===== src/rtl/booth_seq_multiplier_pkg.sv =====
`default_nettype none
// +----------------------------------------------------------------------------+
// | Module      : booth_seq_multiplier_pkg                                     |
// | Description : Shared types and helpers for the iterative radix-2^R Booth   |
// |               multiplier: FSM state enum, Booth digit struct and the       |
// |               digit-count helper.                                          |
// | Ports       : none (package)                                               |
// | Revision    : 1.0 - initial release                                        |
// +----------------------------------------------------------------------------+
package booth_seq_multiplier_pkg;

  // Widest supported radix (radix-16). Digit magnitudes reach 2^(R-1), which
  // always fits in MAX_RADIX_LOG2 bits; narrower radices leave upper bits zero.
  localparam int MAX_RADIX_LOG2 = 4;

  typedef enum logic [1:0] {
    IDLE    = 2'd0,
    PRECOMP = 2'd1,
    ITER    = 2'd2,
    DONE    = 2'd3
  } mul_state_t;

  typedef struct packed {
    logic [MAX_RADIX_LOG2-1:0] mag;
    logic                      neg;
  } booth_digit_t;

  // N = ceil((width + 1) / r): digits needed to cover the extended multiplier.
  function automatic int booth_num_digits(input int width, input int r);
    return (width + r) / r;
  endfunction

endpackage
`default_nettype wire


===== src/rtl/booth_seq_multiplier_if.sv =====
`default_nettype none
// +----------------------------------------------------------------------------+
// | Module      : booth_seq_multiplier_if                                      |
// | Description : Operand and result valid/ready handshake bundle.             |
// | Ports       : in_valid/in_ready/signed_mode/multiplicand/multiplier        |
// |               (operand side), out_valid/out_ready/product (result side).   |
// |               master = requester, slave = multiplier.                      |
// | Revision    : 1.0 - initial release                                        |
// +----------------------------------------------------------------------------+
interface booth_seq_multiplier_if #(
  parameter int WIDTH = 16
);
  logic                 in_valid;
  logic                 in_ready;
  logic                 signed_mode;
  logic [WIDTH-1:0]     multiplicand;
  logic [WIDTH-1:0]     multiplier;
  logic                 out_valid;
  logic                 out_ready;
  logic [2*WIDTH-1:0]   product;

  modport master (
    output in_valid, signed_mode, multiplicand, multiplier, out_ready,
    input  in_ready, out_valid, product
  );

  modport slave (
    input  in_valid, signed_mode, multiplicand, multiplier, out_ready,
    output in_ready, out_valid, product
  );
endinterface
`default_nettype wire


===== src/rtl/booth_seq_multiplier_encoder.sv =====
`default_nettype none
// +----------------------------------------------------------------------------+
// | Module      : booth_digit_encoder                                          |
// | Description : Combinational radix-2^R Booth digit encoder. Maps an (R+1)-  |
// |               bit window {b[R*i+R-1:R*i], b[R*i-1]} to sign + magnitude.   |
// | Ports       : window (in, R+1)  - multiplier window, LSB is the overlap bit |
// |               digit  (out)      - booth_digit_t {mag, neg}                 |
// | Revision    : 1.0 - initial release                                        |
// +----------------------------------------------------------------------------+
module booth_digit_encoder
  import booth_seq_multiplier_pkg::*;
#(
  parameter int RADIX_LOG2 = 4
) (
  input  logic [RADIX_LOG2:0] window,
  output booth_digit_t        digit
);

  localparam logic [MAX_RADIX_LOG2-1:0] HALF = MAX_RADIX_LOG2'(1 << (RADIX_LOG2 - 1));

  // pos = sum of the non-sign window terms; value d = pos - neg*2^(R-1).
  // For negative digits the magnitude is 2^(R-1) - pos, so an all-ones window
  // yields mag = 0 and contributes nothing regardless of neg.
  logic [MAX_RADIX_LOG2-1:0] pos;

  always_comb begin
    pos = MAX_RADIX_LOG2'(window[0]);
    for (int j = 1; j < RADIX_LOG2; j++) begin
      pos = pos + (MAX_RADIX_LOG2'(window[j]) << (j - 1));
    end
    digit.neg = window[RADIX_LOG2];
    digit.mag = window[RADIX_LOG2] ? (HALF - pos) : pos;
  end

endmodule
`default_nettype wire


===== src/rtl/booth_seq_multiplier.sv =====
`default_nettype none
// +----------------------------------------------------------------------------+
// | Module      : booth_seq_multiplier                                         |
// | Description : Iterative radix-2^R Booth multiplier, one digit per clock.   |
// |               IDLE -> PRECOMP (odd multiples) -> ITER x N -> DONE.          |
// | Ports       : clk   (in)  rising-edge clock                                |
// |               rst_n (in)  asynchronous active-low reset                    |
// |               bus   (slave modport) operand/result handshakes, product     |
// | Revision    : 1.0 - initial release                                        |
// +----------------------------------------------------------------------------+
module booth_seq_multiplier
  import booth_seq_multiplier_pkg::*;
#(
  parameter int WIDTH      = 16,
  parameter int RADIX_LOG2 = 4
) (
  input  logic                  clk,
  input  logic                  rst_n,
  booth_seq_multiplier_if.slave bus
);

  localparam int N_DIGITS = booth_num_digits(WIDTH, RADIX_LOG2);
  localparam int B_BITS   = N_DIGITS * RADIX_LOG2;
  localparam int EXT_W    = WIDTH + 1;
  localparam int MULT_W   = EXT_W + RADIX_LOG2;             // holds up to 2^(R-1)*|A|
  localparam int ACC_W    = B_BITS + WIDTH + RADIX_LOG2 + 2;
  localparam int CNT_W    = $clog2(N_DIGITS);
  localparam logic [CNT_W-1:0] LAST_DIGIT = CNT_W'(N_DIGITS - 1);

  mul_state_t                 state;
  logic [EXT_W-1:0]           a_ext;
  logic [B_BITS:0]            b_sr;       // extended B plus the B[-1] overlap bit
  logic [ACC_W-1:0]           acc;
  logic [CNT_W-1:0]           digit_cnt;
  logic [2*WIDTH-1:0]         product_r;
  logic                       out_valid_r;

  logic [EXT_W-1:0]           a_in_ext;
  logic [EXT_W-1:0]           b_in_ext;
  logic [MULT_W-1:0]          a_mult;
  logic [MULT_W-1:0]          mult3;
  logic [MULT_W-1:0]          mult5;
  logic [MULT_W-1:0]          mult7;
  logic [MULT_W-1:0]          sel_mult;
  logic [MULT_W:0]            sel_ext;
  logic [MULT_W:0]            addend;
  logic signed [ACC_W-1:0]    acc_sum;
  logic signed [ACC_W-1:0]    acc_next;
  booth_digit_t               digit;

  assign a_in_ext = {bus.signed_mode & bus.multiplicand[WIDTH-1], bus.multiplicand};
  assign b_in_ext = {bus.signed_mode & bus.multiplier[WIDTH-1],   bus.multiplier};
  assign a_mult   = MULT_W'($signed(a_ext));

  booth_digit_encoder #(
    .RADIX_LOG2 (RADIX_LOG2)
  ) u_encoder (
    .window (b_sr[RADIX_LOG2:0]),
    .digit  (digit)
  );

  // Odd multiples exist only for the radices that need them.
  if (RADIX_LOG2 >= 3) begin : g_mult3
    always_ff @(posedge clk or negedge rst_n) begin
      if (!rst_n)                 mult3 <= '0;
      else if (state == PRECOMP)  mult3 <= a_mult + (a_mult << 1);
    end
  end else begin : g_no_mult3
    assign mult3 = '0;
  end

  if (RADIX_LOG2 == 4) begin : g_mult57
    always_ff @(posedge clk or negedge rst_n) begin
      if (!rst_n) begin
        mult5 <= '0;
        mult7 <= '0;
      end else if (state == PRECOMP) begin
        mult5 <= a_mult + (a_mult << 2);
        mult7 <= (a_mult << 3) - a_mult;
      end
    end
  end else begin : g_no_mult57
    assign mult5 = '0;
    assign mult7 = '0;
  end

  always_comb begin
    sel_mult = '0;
    case (digit.mag)
      4'd1:    sel_mult = a_mult;
      4'd2:    sel_mult = a_mult << 1;
      4'd3:    sel_mult = mult3;
      4'd4:    sel_mult = a_mult << 2;
      4'd5:    sel_mult = mult5;
      4'd6:    sel_mult = mult3 << 1;
      4'd7:    sel_mult = mult7;
      4'd8:    sel_mult = a_mult << 3;
      default: sel_mult = '0;
    endcase
  end

  // The digit's partial product is added B_BITS above the LSB; after N
  // add-and-shift steps every digit lands at weight 2^(R*i) exactly.
  assign sel_ext  = {sel_mult[MULT_W-1], sel_mult};
  assign addend   = digit.neg ? -sel_ext : sel_ext;
  assign acc_sum  = acc + {addend, {B_BITS{1'b0}}};
  assign acc_next = acc_sum >>> RADIX_LOG2;

  always_ff @(posedge clk or negedge rst_n) begin
    if (!rst_n) begin
      state       <= IDLE;
      a_ext       <= '0;
      b_sr        <= '0;
      acc         <= '0;
      digit_cnt   <= '0;
      product_r   <= '0;
      out_valid_r <= 1'b0;
    end else begin
      case (state)
        IDLE: begin
          if (bus.in_valid) begin
            a_ext     <= a_in_ext;
            b_sr      <= {B_BITS'($signed(b_in_ext)), 1'b0};
            acc       <= '0;
            digit_cnt <= '0;
            state     <= PRECOMP;
          end
        end
        PRECOMP: state <= ITER;
        ITER: begin
          acc  <= acc_next;
          b_sr <= $signed(b_sr) >>> RADIX_LOG2;
          if (digit_cnt == LAST_DIGIT) begin
            product_r   <= acc_next[2*WIDTH-1:0];
            out_valid_r <= 1'b1;
            state       <= DONE;
          end else begin
            digit_cnt <= digit_cnt + CNT_W'(1);
          end
        end
        DONE: begin
          if (bus.out_ready) begin
            out_valid_r <= 1'b0;
            state       <= IDLE;
          end
        end
        default: state <= IDLE;
      endcase
    end
  end

  assign bus.in_ready  = (state == IDLE);
  assign bus.out_valid = out_valid_r;
  assign bus.product   = product_r;

endmodule
`default_nettype wire


===== src/flat_wrapper.sv =====
// flat-port wrapper written by rule: the top's interface ports become plain ports
module booth_seq_multiplier_flat import booth_seq_multiplier_pkg::*;
#(
  parameter int WIDTH      = 16,
  parameter int RADIX_LOG2 = 4
)
  (clk, rst_n, bus_in_valid, bus_signed_mode, bus_multiplicand, bus_multiplier, bus_out_ready, bus_in_ready, bus_out_valid, bus_product);
  booth_seq_multiplier_if #(.WIDTH(WIDTH)) bus_i ();
  input  logic clk;
  input  logic rst_n;
  input wire logic [$bits(bus_i.in_valid)-1:0] bus_in_valid;
  input wire logic [$bits(bus_i.signed_mode)-1:0] bus_signed_mode;
  input wire logic [$bits(bus_i.multiplicand)-1:0] bus_multiplicand;
  input wire logic [$bits(bus_i.multiplier)-1:0] bus_multiplier;
  input wire logic [$bits(bus_i.out_ready)-1:0] bus_out_ready;
  output wire logic [$bits(bus_i.in_ready)-1:0] bus_in_ready;
  output wire logic [$bits(bus_i.out_valid)-1:0] bus_out_valid;
  output wire logic [$bits(bus_i.product)-1:0] bus_product;
  assign bus_i.in_valid = bus_in_valid;
  assign bus_i.signed_mode = bus_signed_mode;
  assign bus_i.multiplicand = bus_multiplicand;
  assign bus_i.multiplier = bus_multiplier;
  assign bus_i.out_ready = bus_out_ready;
  assign bus_in_ready = bus_i.in_ready;
  assign bus_out_valid = bus_i.out_valid;
  assign bus_product = bus_i.product;
  booth_seq_multiplier #(.WIDTH(WIDTH), .RADIX_LOG2(RADIX_LOG2)) u_core (.clk(clk), .rst_n(rst_n), .bus(bus_i));
endmodule

===== config.mk =====
export PLATFORM = sky130hd
export DESIGN_NAME = booth_seq_multiplier_flat
export DESIGN_NICKNAME = d
export VERILOG_FILES = /design/src/rtl/booth_seq_multiplier_pkg.sv /design/src/rtl/booth_seq_multiplier_if.sv /design/src/rtl/booth_seq_multiplier_encoder.sv /design/src/rtl/booth_seq_multiplier.sv /design/src/flat_wrapper.sv
export SDC_FILE = /design/constraint.sdc
export NUM_CORES = 1
export LEC_CHECK = 0
export BUFFER_PORTS_ARGS = -buffer_cell sky130_fd_sc_hd__buf_2
export CAP_MARGIN = 20
export CORE_ASPECT_RATIO = 1.4
export CORE_UTILIZATION = 60
export CTS_CLUSTER_DIAMETER = 60
export DETAILED_ROUTE_END_ITERATION = 16
export PLACE_DENSITY = 0.79
export SLEW_MARGIN = 20
export SYNTH_ARGS = -nofsm -noshare
export SYNTH_HDL_FRONTEND = slang
export SYNTH_SLANG_ARGS = --single-unit

===== constraint.sdc =====
create_clock -name clk -period 10.9 [get_ports clk]
set_input_delay 0.545 -clock clk [delete_from_list [all_inputs] [get_ports clk]]
set_output_delay 0.545 -clock clk [all_outputs]
set_load 0.01 [all_outputs]

==> results.tsv, run 1 <==
metric	value	unit
dr.pass1.iters	6	
drc	0	
drv_slew	0	
io_pins	71	
crit_buf_inv	2	
synthToLayoutAreaGrowth	9.435	%
coreArea	18530	µm²
cts_setup_buffers	0	
cp_slowest_cell	ha_1	
cp-end-kind	flop	
synth-edff-count	0	
worstPathRequired	11.22	ns
setup_viol	0	
skew	0.01513	ns
r2r_start	u_core.b_sr[1]	
ys_top_cells_by_area	dfrtp_1, ha_1, mux2_2, nand2_1, xnor2_1	
grt_pass1_vias	9258	
clkLatencyLatePin	0.44	ns
ys.flop_type	dfrtp_1	
max_stage_delay	0.65	ns
yosysWarnings	0	
yosysSeqAreaShare	36.37	%
drt_iter0_drc	867	
hold_path_class	in -> async	
antenna_found_initial	0	
overflow	0	
cp-endpoint	u_core.acc[40]	
synth_top_area_share	36.37	%
syn_area	11280	µm²
die_y	164.3	µm
period_needed	6.951	ns
yosysUniqueCellTypes	87	
rsz0062_at_grt	no	
postSynth.asyncResetShare	100.0	%
start_util	60.90	%
avgSynthCellArea	9.563	µm²
fmax	143.9	MHz
numCtsBuffers	17	
grt_use_total	29.87	%
hold_buffers	0	
worstPathCellList	ha_1 > inv_1 > ha_1 > and2b_1 > xor2_2 > buf_4 > a211oi_2 > a222oi_1 > nand3_1 > nor4_2 > nand2_1 > o21ai_0 > xor2_1 > ha_1 > and3_1 > a31oi_1 > nor3_1 > nor2_1 > a31oi_1 > and4_1 > a2111oi_0 > xnor2_1 > a21oi_1 > o22ai_1	
dieWidth	117.9	µm
yosysTopAreaCell	dfrtp_1	
synth.most_common_cell	dfrtp_1	
syn_inst	1180	
criticalPathCategory	reg -> reg	
max_slew_margin	32.24	%
grt_pass1_wl	45980	µm
cp_top_family	compound AO/OA/AOI/OAI gates	
reg2regPathDepth	24	
avgViaCountPerCell	6.243	
cp_max_fo	37	
cts-resized-gates	0	
numPortBuffers	70	
status	completed	
drt-total-wl	27630	µm
grt_max_degree	100	
gp_congestion	0.9481	
fin_nets	1348	
r2r_slack	3.95	ns
crit_arrival	7.27	ns
synth_seq_cells	164	
syn_nets	1302	
dp_hpwl	20080	µm
tns	0	ns
path_depth	24	
cts_sinks	164	
cap_violations	0	
cts_max_level	4	
critPathLaunchType	flop	
cp_common_cell	ha_1	
via_count	9259	
drive_above_1_share	18.00	%
worstMarginPinSlew	1.003	ns
final-hold-violation-count	0	
rows	59	
ant_nets	0	
die-area	19370	µm²
cts_tree	done	
synth_common_cells	dfrtp_1, nand2_1, o21ai_0	
wl_per_cell	18.63	µm
cts-root-buf	clkbuf_16	
clkTransAtPathRegs	0.07	ns
cp-startpoint	u_core.b_sr[1]	
r2r-end	u_core.acc[40]	
min_period_over_period	63.77	%
clockBufferDepth	2	
diodes	0	
-- logic make-up after synthesis --
logic type	after synthesis	synth area share [%]
flops	164	36.37
fa+ha+maj	85	9.624
buf+inv	113	4.258
simple gates	330	14.60
compound gates	309	18.96
mux	109	10.56
xor+xnor	70	5.633
-- stage by stage --
step | utilization (%) | area (µm²) | instances | hold WS (ns) | setup WS [ns]
floorplan | - | 11280 | 1180 | 0.2494 | 5.136
global placement | 63.70 | 11800 | 1451 | 0.4567 | 4.300
global route | 66.65 | 12350 | 1483 | 0.2764 | 3.241
detailed placement | 63.70 | 11800 | 1451 | 0.4658 | 3.984
finish | 66.65 | 12350 | 1483 | 0.1746 | 3.949
CTS | 66.62 | 12340 | 1483 | 0.2276 | 3.966
-- worst min path at each step --
stage                                       from                     end
after floorplan                            rst_n         u_core.a_ext[0]
after global placement    u_core.bus.product[19]  u_core.bus.product[19]
after detailed placement  u_core.bus.product[29]  u_core.bus.product[29]
after CTS                                  rst_n  u_core.bus.product[30]
after global routing                       rst_n  u_core.bus.product[29]
final                                      rst_n  u_core.bus.product[28]
-- flip-flops by register name, summed over array words and instances, names as in the netlist, 3 cells and up --
register / cells
u_core.a_ext: 17
u_core.b_sr: 19
u_core.mult3: 17
u_core.digit_cnt: 3
u_core.mult7: 20
u_core.acc: 34
u_core.mult5: 19
u_core.bus.product: 32
-- layout by cell type, fill, tap and decap left out, types with 13 or more instances in the layout --
| cell type | synthesis | routed |
|---|---|---|
| ha_1 | 82 | 81 |
| xor2_1 | 13 | 13 |
| nor3_1 | 28 | 28 |
| clkbuf_16 | 0 | 17 |
| mux2_2 | 79 | 79 |
| xnor2_1 | 54 | 54 |
| dfrtp_1 | 164 | 164 |
| buf_2 | 6 | 69 |
| nand3_1 | 33 | 32 |
| o21ai_0 | 86 | 86 |
| mux2i_1 | 29 | 28 |
| nand4_1 | 15 | 15 |
| nor2b_1 | 13 | 13 |
| o31ai_1 | 17 | 17 |
| a21oi_1 | 51 | 51 |
| inv_1 | 58 | 58 |
| a22o_1 | 21 | 21 |
| nand2_1 | 132 | 132 |
| nor2_1 | 43 | 43 |
-- area by class of cell --
type	count	area, µm²
Clock buffer	19	442.9
Clock inverter	13	97.59
Tap cell	244	305.3
Timing Repair Buffer	82	446.7
Inverter	58	217.7
Fill cell	1488	6180
Multi-Input combinational cell	903	6735
Sequential cell	164	4104
-- layer usage --
metal | global-route usage, % | routed length, µm | up-vias
li1 | - | - | 4419
met1 | 35.07 | 11230 | 4478
met2 | 52.75 | 14100 | 280
met3 | 3.646 | 1135 | 82
met4 | 17.19 | 1156 | 0
met5 | 0 | 0 | -
Power of run 1 is not shown: default switching activity piles up to over one toggle a cycle in this logic, so the estimate is an artifact.
==> run 2, diff against run 1 <==
- clock period: 10.9 -> 6.9 ns (I/O delays scaled with it)
==> results.tsv, run 2 (same netlist as run 1, synthesis figures left out) <==
metric	value	unit
hold_buffers	0	
synthToLayoutAreaGrowth	10.42	%
tns	0	ns
r2r_start	u_core.b_sr[0]	
hold_path_class	in -> async	
skew	0.01478	ns
gp_congestion	1.041	
cp_common_cell	ha_1	
drc	0	
cp-startpoint	u_core.b_sr[0]	
cap_violations	0	
grt_use_total	29.73	%
fmax	156.1	MHz
drt-total-wl	27760	µm
cts_max_level	4	
rsz0062_at_grt	no	
cts_tree	done	
worstPathCellList	ha_1 > ha_1 > inv_1 > ha_1 > mux2_2 > nand2_1 > a211oi_2 > a222oi_1 > nand4b_2 > nor4_4 > nand2_1 > o21ai_0 > xor2_1 > ha_1 > and3_1 > a31oi_1 > nor3_1 > nor2_1 > a31oi_1 > and4_1 > a2111oi_1 > xnor2_1 > a21oi_1 > o22ai_1	
dr.pass1.iters	7	
worstMarginPinSlew	0.9712	ns
cp_slowest_cell	a222oi_1	
fin_nets	1355	
grt_pass1_vias	9368	
ant_nets	0	
overflow	0	
grt_max_degree	98	
cts_setup_buffers	0	
die-area	19370	µm²
io_pins	71	
avgViaCountPerCell	6.304	
diodes	0	
die_y	164.3	µm
min_period_over_period	92.83	%
status	completed	
clkTransAtPathRegs	0.06	ns
critPathLaunchType	flop	
numPortBuffers	70	
drive_above_1_share	18.09	%
dp_hpwl	20010	µm
final_common_cell	dfrtp_1	
via_count	9380	
cts_sinks	164	
seq_area	4104	µm²
dieWidth	117.9	µm
numCtsBuffers	17	
start_util	60.90	%
largest_reg_flops	34	
antenna_found_initial	0	
cp-end-kind	flop	
drv_slew	0	
setup_viol	0	
max_slew_margin	34.41	%
grt_pass1_wl	45840	µm
cts-root-buf	clkbuf_16	
crit_buf_inv	1	
max_stage_delay	0.51	ns
clockBufferDepth	2	
period_needed	6.406	ns
fillers	1466	
path_depth	24	
top_register	u_core.acc	
multi_input_area	6754	µm²
final-hold-violation-count	0	
rows	59	
cp-endpoint	u_core.acc[40]	
cp_top_family	compound AO/OA/AOI/OAI gates	
drt_iter0_drc	769	
coreArea	18530	µm²
worstPathRequired	7.24	ns
final_cell_mix	dfrtp_1, nand2_1, o21ai_0	
r2r-end	u_core.acc[40]	
wl_per_cell	18.66	µm
cp_max_fo	13	
r2r_slack	0.49	ns
clkLatencyLatePin	0.44	ns
criticalPathCategory	reg -> reg	
crit_arrival	6.74	ns
reg2regPathDepth	24	
==> run 2: area by class of cell <==
| cell class | count | area share, % |
|---|---|---|
| multi-input combinational | 903 | 54.20 |
| sequential | 164 | 32.94 |
| timing repair buffer | 89 | 4.006 |
| clock buffer | 21 | 3.615 |
| tap | 244 | 2.450 |
| inverter | 58 | 1.747 |
| clock inverter | 9 | 1.044 |
==> run 2: timing repair <==
action                                 CTS  global route
resized for setup                        0             3
setup endpoints to repair                0             1
endpoints found under the hold margin    0             0
==> run 2: worst min-delay path by stage <==
stage,to,start
floorplan,u_core.a_ext[0],rst_n
global route,u_core.acc[14],rst_n
detailed placement,u_core.bus.product[27],u_core.bus.product[27]
finish,u_core.bus.product[18],rst_n
global placement,u_core.bus.product[28],u_core.bus.product[28]
CTS,u_core.bus.product[19],rst_n
==> run 2: per-layer routing <==
metal | GRT usage, % | vias to the layer above | wire length (µm)
met3 | 4.028 | 89 | 1159
met2 | 54.12 | 309 | 14410
met5 | 0 | - | 0
met1 | 34.11 | 4545 | 11090
li1 | - | 4437 | -
met4 | 15.03 | 0 | 1105
==> run 2: metrics by stage <==
step	cells	setup slack (ns)	hold WS, ns	utilization [%]	instance area (µm²)
2_1_floorplan	1180	1.136	0.04941	-	11280
3_3_place_gp	1458	0.6118	0.4570	63.99	11860
3_5_place_dp	1458	0.3689	0.4668	63.99	11860
4_1_cts	1488	0.3831	0.05430	67.12	12440
5_1_grt	1488	0.03908	0.09781	67.25	12460
6_report	1488	0.4945	0.01036	67.25	12460
Power of run 2 is left out for the same reason.
==> run 3, diff against run 2 <==
- CTS_BUF_LIST: default -> sky130_fd_sc_hd__clkbuf_4 sky130_fd_sc_hd__clkbuf_8 sky130_fd_sc_hd__clkbuf_16
==> results.tsv, run 3 (same netlist as run 1, synthesis figures left out) <==
metric	value	unit
numCtsBuffers	17	
status	completed	
tns	0	ns
overflow	0	
fmax	156.4	MHz
diodes	0	
die_y	164.3	µm
max_slew_margin	33.76	%
drive_above_1_share	18.33	%
drv_slew	0	
start_util	60.90	%
criticalPathCategory	reg -> reg	
fin_cells	1488	
period_needed	6.394	ns
crit_arrival	6.74	ns
largest_reg_flops	34	
synthToLayoutAreaGrowth	10.52	%
cp-startpoint	u_core.b_sr[0]	
final-hold-violation-count	0	
gp_congestion	1.041	
grt_use_total	29.76	%
rsz0062_at_grt	no	
grt_pass1_vias	9375	
grt_max_degree	98	
avgViaCountPerCell	6.331	
drt-total-wl	27790	µm
antenna_found_initial	0	
cap_violations	0	
dr.pass1.iters	7	
die-area	19370	µm²
cts_tree	done	
wl_per_cell	18.68	µm
io_pins	71	
top_register	u_core.acc	
worstPathRequired	7.24	ns
hold_path_class	in -> async	
skew	0.01173	ns
clkTransAtPathRegs	0.06	ns
fin_nets	1355	
cts_sinks	164	
worstMarginPinSlew	0.9807	ns
cts_max_level	4	
placed_cells	1458	
min_period_over_period	92.67	%
clockBufferDepth	2	
clkLatencyLatePin	0.44	ns
hold_buffers	0	
coreArea	18530	µm²
setup_viol	0	
cts-root-buf	clkbuf_16	
fillers	1467	
r2r_start	u_core.b_sr[0]	
cp_max_fo	13	
dieWidth	117.9	µm
cp-end-kind	flop	
drc	0	
final_cell_mix	dfrtp_1, nand2_1, o21ai_0	
via_count	9420	
grt_pass1_wl	45910	µm
critPathLaunchType	flop	
ant_nets	0	
drt_iter0_drc	830	
dp_hpwl	20010	µm
final_common_cell	dfrtp_1	
rows	59	
numPortBuffers	70	
run 3: cell counts in the layout (fill, tap and decap cells not counted):
No cell type changed its count.
run 3: metal layers:
layer  vias up  routed length (µm)  GRT usage, %
met3        99                1097         4.028
met4         0                1152         15.03
li1       4443                   -             -
met1      4571               11110         34.08
met5         -                   0             0
met2       307               14430         54.25
run 3: area by class of cell:
| class | count | area, µm² | share of cell area [%] |
|---|---|---|---|
| multi-input cells | 903 | 6754 | 54.15 |
| flip-flops and latches | 164 | 4104 | 32.91 |
| repair buffers | 89 | 499.2 | 4.003 |
| clock buffers | 21 | 461.7 | 3.702 |
| well taps | 244 | 305.3 | 2.448 |
| inverters | 58 | 217.7 | 1.746 |
| clock inverters | 9 | 130.1 | 1.043 |
run 3: worst max-delay path, cell delays in order (launching register included):
cell	delay (ns)
dfrtp_1	0.39
ha_1	0.25
ha_1	0.37
inv_1	0.07
ha_1	0.28
mux2_2	0.39
nand2_1	0.29
a211oi_2	0.18
a222oi_1	0.50
nand4b_2	0.28
nor4_4	0.41
nand2_1	0.13
o21ai_0	0.21
xor2_1	0.17
ha_1	0.31
and3_1	0.21
a31oi_1	0.30
nor3_1	0.13
nor2_1	0.17
a31oi_1	0.14
and4_1	0.22
a2111oi_1	0.44
xnor2_1	0.19
a21oi_1	0.09
o22ai_1	0.17
run 3: path summary, 6_finish.rpt:
check / depth (start not counted) / slack [ns] / endpoint
max reg2reg: 24 / 0.51 / u_core.acc[40]
min reg2reg: 2 / 0.48 / u_core.bus.product[28]
min: 1 / 0.008 / u_core.bus.product[18]
max in group asynchronous: 2 / 5.51 / u_core.b_sr[13]
min in group clk: 2 / 0.13 / u_core.a_ext[7]
max: 24 / 0.51 / u_core.acc[40]
run 3: repair_timing:
action / 4_1_cts / 5_1_grt
setup endpoints to repair: 0 / 1
buffers inserted: 0 / 0
hold endpoints to repair: 0 / 0
resized for setup: 0 / 3
run 3: metrics by stage:
step / util, % / hold WS [ns] / setup WS [ns] / instance area (µm²)
6_report: 67.31 / 0.008246 / 0.5056 / 12470
5_1_grt: 67.31 / 0.09797 / 0.03907 / 12470
4_1_cts: 67.18 / 0.05429 / 0.3830 / 12450
3_5_place_dp: 63.99 / 0.4668 / 0.3689 / 11860
3_3_place_gp: 63.99 / 0.4570 / 0.6118 / 11860
2_1_floorplan: - / 0.04941 / 1.136 / 11280
Power of run 3 is left out for the same reason.
